### src/rtl/frame_min_max_tracker_pkg.sv
// Shared types and helpers for the frame min/max tracker and its comparator.
// Latency: n/a (types and constant functions only).
// Backpressure: n/a.
package frame_tracker_pkg;

   // Result of one unsigned magnitude compare of a against b
   typedef struct packed {
      logic lt;
      logic eq;
      logic gt;
   } cmp_res_t;

   // Frame reduction state machine
   typedef enum logic [1:0] {
      IDLE  = 2'd0,
      ACCUM = 2'd1,
      OUT   = 2'd2
   } state_t;

   // Index width for n entries; never narrower than one bit so a
   // single-sample frame still has a legal index port.
   function automatic int clog2_min1(input int n);
      int r;
      r = $clog2(n);
      return (r < 1) ? 1 : r;
   endfunction

endpackage

### src/rtl/frame_min_max_tracker_mag_cmp.sv
// Unsigned WIDTH-bit magnitude comparator producing lt/eq/gt of a versus b.
// Latency: purely combinational, zero cycles.
// Backpressure: none, no handshake.
module mag_cmp
   import frame_tracker_pkg::*;
#(
   parameter int WIDTH = 4
) (
   input  logic [WIDTH-1:0] a,
   input  logic [WIDTH-1:0] b,
   output cmp_res_t         res
);

   // Full-width unsigned compare; exactly one flag is set for any input pair
   always_comb begin
      res.lt = (a < b);
      res.eq = (a == b);
      res.gt = (a > b);
   end

endmodule

### src/rtl/frame_min_max_tracker.sv
// Reduces each frame of unsigned samples to min, max, first-occurrence indices and count.
// Latency: result valid 1 cycle after the closing sample is accepted; one bubble per frame.
// Backpressure: in_ready drops while a result waits; result held stable until out_ready.
// Optional build macro FRAME_THRESH_CNT_EN adds thresh input and out_above_cnt output.
module frame_min_max_tracker
   import frame_tracker_pkg::*;
#(
   parameter int  WIDTH     = 4,
   parameter int  FRAME_MAX = 8,
   localparam int IDXW      = clog2_min1(FRAME_MAX)
) (
   input  logic              clk,
   input  logic              rst,
   input  logic              in_valid,
   output logic              in_ready,
   input  logic [WIDTH-1:0]  in_data,
   input  logic              in_last,
`ifdef FRAME_THRESH_CNT_EN
   input  logic [WIDTH-1:0]  thresh,
   output logic [IDXW:0]     out_above_cnt,
`endif
   output logic              out_valid,
   input  logic              out_ready,
   output logic [WIDTH-1:0]  out_min,
   output logic [WIDTH-1:0]  out_max,
   output logic [IDXW-1:0]   out_min_idx,
   output logic [IDXW-1:0]   out_max_idx,
   output logic [IDXW:0]     out_cnt,
   output logic              out_all_eq
);

   // Count value of the last sample slot; accepting while here auto-closes the frame
   localparam logic [IDXW:0] CNT_LAST = (IDXW+1)'(FRAME_MAX - 1);

   state_t            state_q, state_d;
   logic              in_ready_q, in_ready_d;
   logic [WIDTH-1:0]  min_q, min_d;
   logic [WIDTH-1:0]  max_q, max_d;
   logic [IDXW-1:0]   min_idx_q, min_idx_d;
   logic [IDXW-1:0]   max_idx_q, max_idx_d;
   logic [IDXW:0]     cnt_q, cnt_d;

   logic              out_valid_q, out_valid_d;
   logic [WIDTH-1:0]  out_min_q, out_min_d;
   logic [WIDTH-1:0]  out_max_q, out_max_d;
   logic [IDXW-1:0]   out_min_idx_q, out_min_idx_d;
   logic [IDXW-1:0]   out_max_idx_q, out_max_idx_d;
   logic [IDXW:0]     out_cnt_q, out_cnt_d;
   logic              out_all_eq_q, out_all_eq_d;

   logic              accept;
   logic              close;
   logic [IDXW-1:0]   cur_idx;
   cmp_res_t          cmp_min;
   cmp_res_t          cmp_max;
   logic              unused_cmp_bits;

   assign accept  = in_valid && in_ready_q;
   // In ACCUM the running count is also the index of the incoming sample
   assign cur_idx = cnt_q[IDXW-1:0];

   mag_cmp #(.WIDTH(WIDTH)) u_cmp_min (
      .a   (in_data),
      .b   (min_q),
      .res (cmp_min)
   );

   mag_cmp #(.WIDTH(WIDTH)) u_cmp_max (
      .a   (in_data),
      .b   (max_q),
      .res (cmp_max)
   );

   // Only lt matters against min and gt against max; ties keep the first occurrence
   assign unused_cmp_bits = ^{cmp_min.eq, cmp_min.gt, cmp_max.lt, cmp_max.eq};

   // Next-state: frame accumulation, close detection and result capture
   always_comb begin
      state_d       = state_q;
      min_d         = min_q;
      max_d         = max_q;
      min_idx_d     = min_idx_q;
      max_idx_d     = max_idx_q;
      cnt_d         = cnt_q;
      close         = 1'b0;
      out_valid_d   = out_valid_q;
      out_min_d     = out_min_q;
      out_max_d     = out_max_q;
      out_min_idx_d = out_min_idx_q;
      out_max_idx_d = out_max_idx_q;
      out_cnt_d     = out_cnt_q;
      out_all_eq_d  = out_all_eq_q;

      case (state_q)
         IDLE: begin
            if (accept) begin
               min_d     = in_data;
               max_d     = in_data;
               min_idx_d = '0;
               max_idx_d = '0;
               cnt_d     = (IDXW+1)'(1);
               close     = in_last || (FRAME_MAX == 1);
               state_d   = close ? OUT : ACCUM;
            end
         end
         ACCUM: begin
            if (accept) begin
               if (cmp_min.lt) begin
                  min_d     = in_data;
                  min_idx_d = cur_idx;
               end
               if (cmp_max.gt) begin
                  max_d     = in_data;
                  max_idx_d = cur_idx;
               end
               cnt_d   = cnt_q + 1'b1;
               close   = in_last || (cnt_q == CNT_LAST);
               state_d = close ? OUT : ACCUM;
            end
         end
         OUT: begin
            if (out_valid_q && out_ready) begin
               state_d     = IDLE;
               out_valid_d = 1'b0;
            end
         end
         default: begin
            state_d = IDLE;
         end
      endcase

      // Snapshot the finished frame into the output registers
      if (close) begin
         out_valid_d   = 1'b1;
         out_min_d     = min_d;
         out_max_d     = max_d;
         out_min_idx_d = min_idx_d;
         out_max_idx_d = max_idx_d;
         out_cnt_d     = cnt_d;
         out_all_eq_d  = (min_d == max_d);
      end

      // Ready tracks the state being entered so it returns together with IDLE
      in_ready_d = (state_d != OUT);
   end

   // State and working registers; reset discards any partial frame
   always_ff @(posedge clk or posedge rst) begin
      if (rst) begin
         state_q    <= IDLE;
         in_ready_q <= 1'b0;
         min_q      <= '0;
         max_q      <= '0;
         min_idx_q  <= '0;
         max_idx_q  <= '0;
         cnt_q      <= '0;
      end else begin
         state_q    <= state_d;
         in_ready_q <= in_ready_d;
         min_q      <= min_d;
         max_q      <= max_d;
         min_idx_q  <= min_idx_d;
         max_idx_q  <= max_idx_d;
         cnt_q      <= cnt_d;
      end
   end

   // Result registers, held stable while the consumer stalls
   always_ff @(posedge clk or posedge rst) begin
      if (rst) begin
         out_valid_q   <= 1'b0;
         out_min_q     <= '0;
         out_max_q     <= '0;
         out_min_idx_q <= '0;
         out_max_idx_q <= '0;
         out_cnt_q     <= '0;
         out_all_eq_q  <= 1'b0;
      end else begin
         out_valid_q   <= out_valid_d;
         out_min_q     <= out_min_d;
         out_max_q     <= out_max_d;
         out_min_idx_q <= out_min_idx_d;
         out_max_idx_q <= out_max_idx_d;
         out_cnt_q     <= out_cnt_d;
         out_all_eq_q  <= out_all_eq_d;
      end
   end

   assign in_ready    = in_ready_q;
   assign out_valid   = out_valid_q;
   assign out_min     = out_min_q;
   assign out_max     = out_max_q;
   assign out_min_idx = out_min_idx_q;
   assign out_max_idx = out_max_idx_q;
   assign out_cnt     = out_cnt_q;
   assign out_all_eq  = out_all_eq_q;

`ifdef FRAME_THRESH_CNT_EN
   logic [WIDTH-1:0] thresh_q, thresh_d;
   logic [WIDTH-1:0] thr_sel;
   logic [IDXW:0]    above_q, above_d;
   logic [IDXW:0]    out_above_q, out_above_d;
   cmp_res_t         cmp_thr;
   logic             unused_thr_bits;

   // First sample of a frame compares against the live threshold it latches
   assign thr_sel = (state_q == IDLE) ? thresh : thresh_q;

   mag_cmp #(.WIDTH(WIDTH)) u_cmp_thr (
      .a   (in_data),
      .b   (thr_sel),
      .res (cmp_thr)
   );

   assign unused_thr_bits = ^{cmp_thr.lt, cmp_thr.eq};

   // Count samples strictly above the frame threshold and capture at close
   always_comb begin
      thresh_d    = thresh_q;
      above_d     = above_q;
      out_above_d = out_above_q;
      if (accept) begin
         if (state_q == IDLE) begin
            thresh_d = thresh;
            above_d  = {{IDXW{1'b0}}, cmp_thr.gt};
         end else begin
            above_d  = above_q + {{IDXW{1'b0}}, cmp_thr.gt};
         end
      end
      if (close) begin
         out_above_d = above_d;
      end
   end

   // Threshold latch, running count and registered result
   always_ff @(posedge clk or posedge rst) begin
      if (rst) begin
         thresh_q    <= '0;
         above_q     <= '0;
         out_above_q <= '0;
      end else begin
         thresh_q    <= thresh_d;
         above_q     <= above_d;
         out_above_q <= out_above_d;
      end
   end

   assign out_above_cnt = out_above_q;
`endif

endmodule
### config.mk
export PLATFORM = sky130hd
export DESIGN_NAME = frame_min_max_tracker
export DESIGN_NICKNAME = d
export VERILOG_FILES = /design/src/rtl/frame_min_max_tracker_pkg.sv /design/src/rtl/frame_min_max_tracker_mag_cmp.sv /design/src/rtl/frame_min_max_tracker.sv
export SDC_FILE = /design/constraint.sdc
export NUM_CORES = 1
export LEC_CHECK = 0
export ABC_AREA = 1
export BUFFER_PORTS_ARGS = -buffer_cell sky130_fd_sc_hd__buf_4
export CORE_MARGIN = 1.5
export CORE_UTILIZATION = 50
export CTS_CLUSTER_DIAMETER = 120
export DETAILED_ROUTE_END_ITERATION = 10
export PLACE_DENSITY = 0.8
export SLEW_MARGIN = 20
export SYNTH_ARGS = -nofsm -noshare
export SYNTH_HDL_FRONTEND = slang
export SYNTH_SLANG_ARGS = --single-unit
### constraint.sdc
create_clock -name clk -period 2.05 [get_ports clk]
set_input_delay 0.3075 -clock clk [delete_from_list [all_inputs] [get_ports clk]]
set_output_delay 0.3075 -clock clk [all_outputs]
set_load 0.005 [all_outputs]
* After elaboration in Yosys (flattened, before gate mapping)
Cells that the tools add are included.
Widths: inputs -> output; s select.
** Operators by class
- Eq/ne operators :: 5
- Muxes and demuxes :: 31
- $lt $le $gt $ge :: 2
- Reductions and logical operators :: 7
- Add/subtract/negate cells :: 1
** Operator list (number)
- $mux 4 :: 8
- $pmux 4 s2 :: 3
- $mux 3 :: 6
- $pmux 3 s2 :: 2
- $mux 2 :: 5
- $pmux 2 s3 :: 1
- $mux 1 :: 5
- $add 4x1->4 const B :: 1
- $eq 4x3->1 const B :: 1
- $eq 4x4->1 :: 1
- $gt 4x4->1 :: 1
- $lt 4x4->1 :: 1
- $reduce_bool 2->1 :: 2
- $eq 2x1->1 const B :: 1
- $eq 2x2->1 const B :: 1
- $logic_and 1x1->1 :: 2
- $logic_not 2->1 :: 1
- $ne 2x2->1 const B :: 1
- $pmux 1 s2 :: 1
- $reduce_and 2->1 :: 1
- $logic_or 1x1->1 :: 1
** Storage, ports and cells
- Output and inout bits :: 21
- Input port bits :: 9
- Register bits :: 41
- Logic and storage cells :: 60

* Depth between registers and ports, before layout
- Depth after elaboration :: 6
- Mapped depth :: 17
- Gate-level depth less buffers :: 17

* By module
A second synthesis with hierarchy kept.
** Unflattened totals
- Cell total of the unflattened synthesis :: 336
- Area, all modules :: 2434.8 um^2
** Modules (own cells, without submodules)
- frame_min_max_tracker :: area an instance 2204.6 um^2, instances 1, sequential area each 1026.0 um^2, cells an instance 296
- mag_cmp :: area an instance 115.1 um^2, instances 2, sequential area each 0.0 um^2, cells an instance 20

* Worst setup path after synthesis
Ideal clock, no wire load.
- Path kind :: register to register
- From :: register max_q[3]
- To :: register out_all_eq_q (netlist: out_all_eq)
- Cell stages (with the launch flop) :: 17
- Data arrival time :: 1488 ps
- Path buffers :: 0
- Clock period less this slack :: 1604 ps
- Slack :: 446 ps
- Required time :: 1934 ps
- Path through :: dfrtp_1 inv_1 ha_1 nand2_1 inv_1 nand2_1 nand2_1 nand2_2 nand2_1 nand3_1 nand2_1 nand2_1 nand2_1 nand2_1 nor2_1 nand2_1 nand2_1
** On the way
- Cells in the longest elaborated chain, start to end :: 5
** Ends and longest elaborated chain
- from (decl) :: line frame_min_max_tracker.sv:38 : logic [WIDTH-1:0] max_q, max_d;
- from (signal assigned) :: line frame_min_max_tracker.sv:161 : max_q <= max_d;
- $gt 4x4->1 :: line frame_min_max_tracker_mag_cmp.sv:18 : res.gt = (a > b);
- $mux 4 :: line frame_min_max_tracker.sv:112 : if (cmp_max.gt) begin
- $mux 4 :: line frame_min_max_tracker.sv:107 : if (accept) begin
- $pmux 4 s2 (*) :: line frame_min_max_tracker.sv:94 : case (state_q)
- named net max_d[3] :: line frame_min_max_tracker.sv:38
- $eq 4x4->1 (*) :: line frame_min_max_tracker.sv:140 : out_all_eq_d = (min_d == max_d);
- to (signal assigned) :: line frame_min_max_tracker.sv:185 : out_all_eq_q <= out_all_eq_d;
- to (decl) :: line frame_min_max_tracker.sv:49 : logic out_all_eq_q, out_all_eq_d;
Mark *: on every way through the listed nets, which the timed path passes. The rest lies on a longest branch.
A chain may end at the register's enable or synchronous reset.

* Worst setup path after layout
- From :: register max_q[1]
- To :: register out_all_eq_q (netlist: out_all_eq)
Same word-level chain as after synthesis.

==> reports/metrics.csv <==
stage,metric,value,unit
clocking,clock_path_buffers,2,
global_routing,antenna_found_initial,0,
yosys,yosys_register_bits,41,
sta,slew_headroom,67.39,%
floorplan,die_area,4793,sq um
global_routing,track_usage,21.00,%
yosys,yosysMostFrequentCell,nand2_1,
power_and_ir_drop,leakagePower,0.001387,uW
min_path,hp-class,in -> async,
yosys,synth_compound_area_share,9.298,%
yosys,synthMuxAreaShare,0,%
sta,setup_viol,0,
final_layout,antenna_cells,0,
sta,period_needed,1861,ps
yosys,syn_nets,299,
global_routing,grt_max_degree,42,
setup_path,crit_slowest_cell,dfrtp_1,
power_and_ir_drop,p_per_area,1428,nW/um^2
placed_design,place_hpwl,3456,microns
placed_design,place_congestion,0.9280,
yosys,synthSimpleGateAreaFrac,29.78,%
setup_path,startpoint_type,register,
floorplan,num_rows,23,
global_routing,grt_pass1_vias,1828,
sta,maxSlewViolCount,0,
sta,tns,0,ps
yosys,synth_area_leader_cell,dfrtp_1,
drt,drc,0,
setup_path,worstRegToRegCells,15,
yosys,synthFlopType,dfrtp_1,
setup_path,cp-end-kind,register,
floorplan,boundaryPins,30,
final_layout,area_delta_synth_final,16.09,%
global_routing,grt_remaining_overflow,0,
setup_path,cp.arrival,2090,ps
clocking,cts-root-buf,clkbuf_8,
clocking,htreeDepth,2,
power_and_ir_drop,max-vdd-ir-drop,0.7227,mV
flow_run,drv_cap,0,
final_layout,final_util,61.87,%
yosys,synth_edf_count,0,
drt,viasPerCell,5.134,
final_layout,drive_above_1_share,20.32,%
sta,post-route-period-util,90.77,%
sta,worstMarginPinSlew,489.2,ps
yosys,synth_seq_area_share,46.78,%
clocking,post_cts.repair.setup_buffers,0,
drt,wl_per_cell,12.56,microns
floorplan,initial_core_util,53.30,%
clocking,cts-buffers-inserted,5,
power_and_ir_drop,power,3636,uW
yosys,syn_area_per_cell,7.806,sq um
yosys,ys_warn_count,0,
clocking,cts_sinks,41,
final_layout,nets,334,
drt,ant_nets,0,
yosys,synth_area_leaders,"dfrtp_1 47%, nand2_1 16%, nand3_1 6.4%",
drt,drt_wl_total,4584,microns
setup_path,crit_top_cell,nand2_1,
setup_path,cpPeakStageDelay,380,ps
yosys,synthAdderAreaFrac,5.134,%
drt,num_vias,1874,
sta,rsz0062_at_grt,no,
clocking,clk_pin_slew_worst_paths,70,ps
setup_path,crit_chain,inv_1 -> ha_1 -> nand2_1 -> nor2_1 -> nor2_4 -> nand2_2 -> nand2_1 -> nand3_1 -> nand2_1 -> nand2_1 -> nand2_1 -> nand2_1 -> nor2_1 -> nand2_1 -> nand2_1,
yosys,synth_top_area_share,46.78,%
setup_path,worstSetupPathType,reg -> reg,
setup_path,crit_fanout,6,
yosys,synth_commonest_cells,"94 x nand2_1, 41 x dfrtp_1, 31 x inv_1",
sta,hold_slack,140.1,ps
clocking,post_cts_resize_count,0,
clocking,clk_latency,290,ps
floorplan,die_w,69.23,microns
yosys,synth_top_family_by_area,simple AND/OR/NAND/NOR gates,
placed_design,dp.cells,359,
global_routing,grt_first_pass_wirelength,8128,microns
outcome,status,"complete, no violations",
yosys,syn_area,2193,sq um
yosys,synthCells,281,
floorplan,die_height,69.23,microns
yosys,async_flop_share,100.0,%
yosys,synth_xor_area_share,0.3993,%
drt,first_pass_iters,4,
placed_design,portBuffers,29,
clocking,tritoncts,built,
sta,max_freq,537.4,MHz
sta,skew,6.978,ps
clocking,ctsHoldBuffers,0,
sta,hold_violations,0,
floorplan,core_area,4115,sq um
yosys,ys_types,27,
setup_path,crit_required,2280,ps
drt,drtIter0Drc,73,
final_layout,final_cells,365,
## registers in the layout, indices dropped and copies added (netlist names)
signal,count
in_ready,1
out_max_idx,3
out_cnt,4
state_q,2
max_q,4
out_valid,1
min_idx_q,3
max_idx_q,3
out_min,4
out_all_eq,1
out_max,4
min_q,4
out_min_idx,3
cnt_q,4
## worst max-delay path, delay by kind of cell (launching register included)
kind / cells / cell delay (ps)
simple gates: 13 / 1060
fa+ha+maj: 1 / 260
flops: 1 / 380
buf+inv: 1 / 110
## worst paths after layout
path	startpoint	to	slack, ps
min in group clk	in_last	state_q[0]	240
setup reg to reg	max_q[1]	out_all_eq	190
hold reg to reg	out_max[1]	out_max[1]	480
setup / recovery	max_q[1]	out_all_eq	190
max in group asynchronous	rst	min_idx_q[0]	1570
hold / removal	rst	out_min[1]	140
## kinds of logic after synthesis
group,count (synthesis)
and+or+nand+nor,149
buffers and inverters,45
DFF,41
AOI/OAI and AO/OA,36
adders and majority gates,9
xor gates and xnor gates,1
## where the power goes
| part | internal [uW] | switching [uW] | total (uW) |
|---|---|---|---|
| sequential | 1110 | 204 | 1310 |
| clock | 224 | 245 | 469 |
| combinational | 720 | 1130 | 1850 |
| total | 2050 | 1580 | 3640 |
## layout by cell type, fill, tap and decap left out, types with 2 or more instances in the layout
cell	synthesis	layout
inv_2	8	8
clkbuf_8	0	5
inv_1	31	31
nand2_2	6	7
o21ai_0	8	8
nor2_4	3	3
ha_1	9	9
nor2_1	13	13
nand3_1	28	28
nor2_2	2	2
a31oi_1	3	3
o22ai_1	5	5
a21oi_1	4	4
o21ai_1	12	12
buf_4	1	33
nand2_1	94	93
dfrtp_1	41	41
## stage by stage
stage,cell area [sq um],setup slack (ps)
floorplan,2193,445.8
global placement,2470,202.2
detailed placement,2470,142.8
CTS,2544,190.6
global route,2546,3.596
finish,2546,189.2
## routing by layer
layer	part of all wire, %	up-vias	GRT usage (%)
li1	-	959	-
met1	48	868	28.41
met2	46	41	33.65
met3	5.0	6	4.942
met4	0.94	0	6.536
met5	0	-	0
## cell type report
cell class / count / area (sq um)
Fill cell: 378 / 1569
Clock inverter: 1 / 5.005
Inverter: 40 / 155.1
Sequential cell: 41 / 1026
Multi-Input combinational cell: 195 / 980.9
Timing Repair Buffer: 33 / 247.7
Clock buffer: 5 / 68.82
Tap cell: 50 / 62.56
No activity file was read; power rests on OpenSTA's default activity.
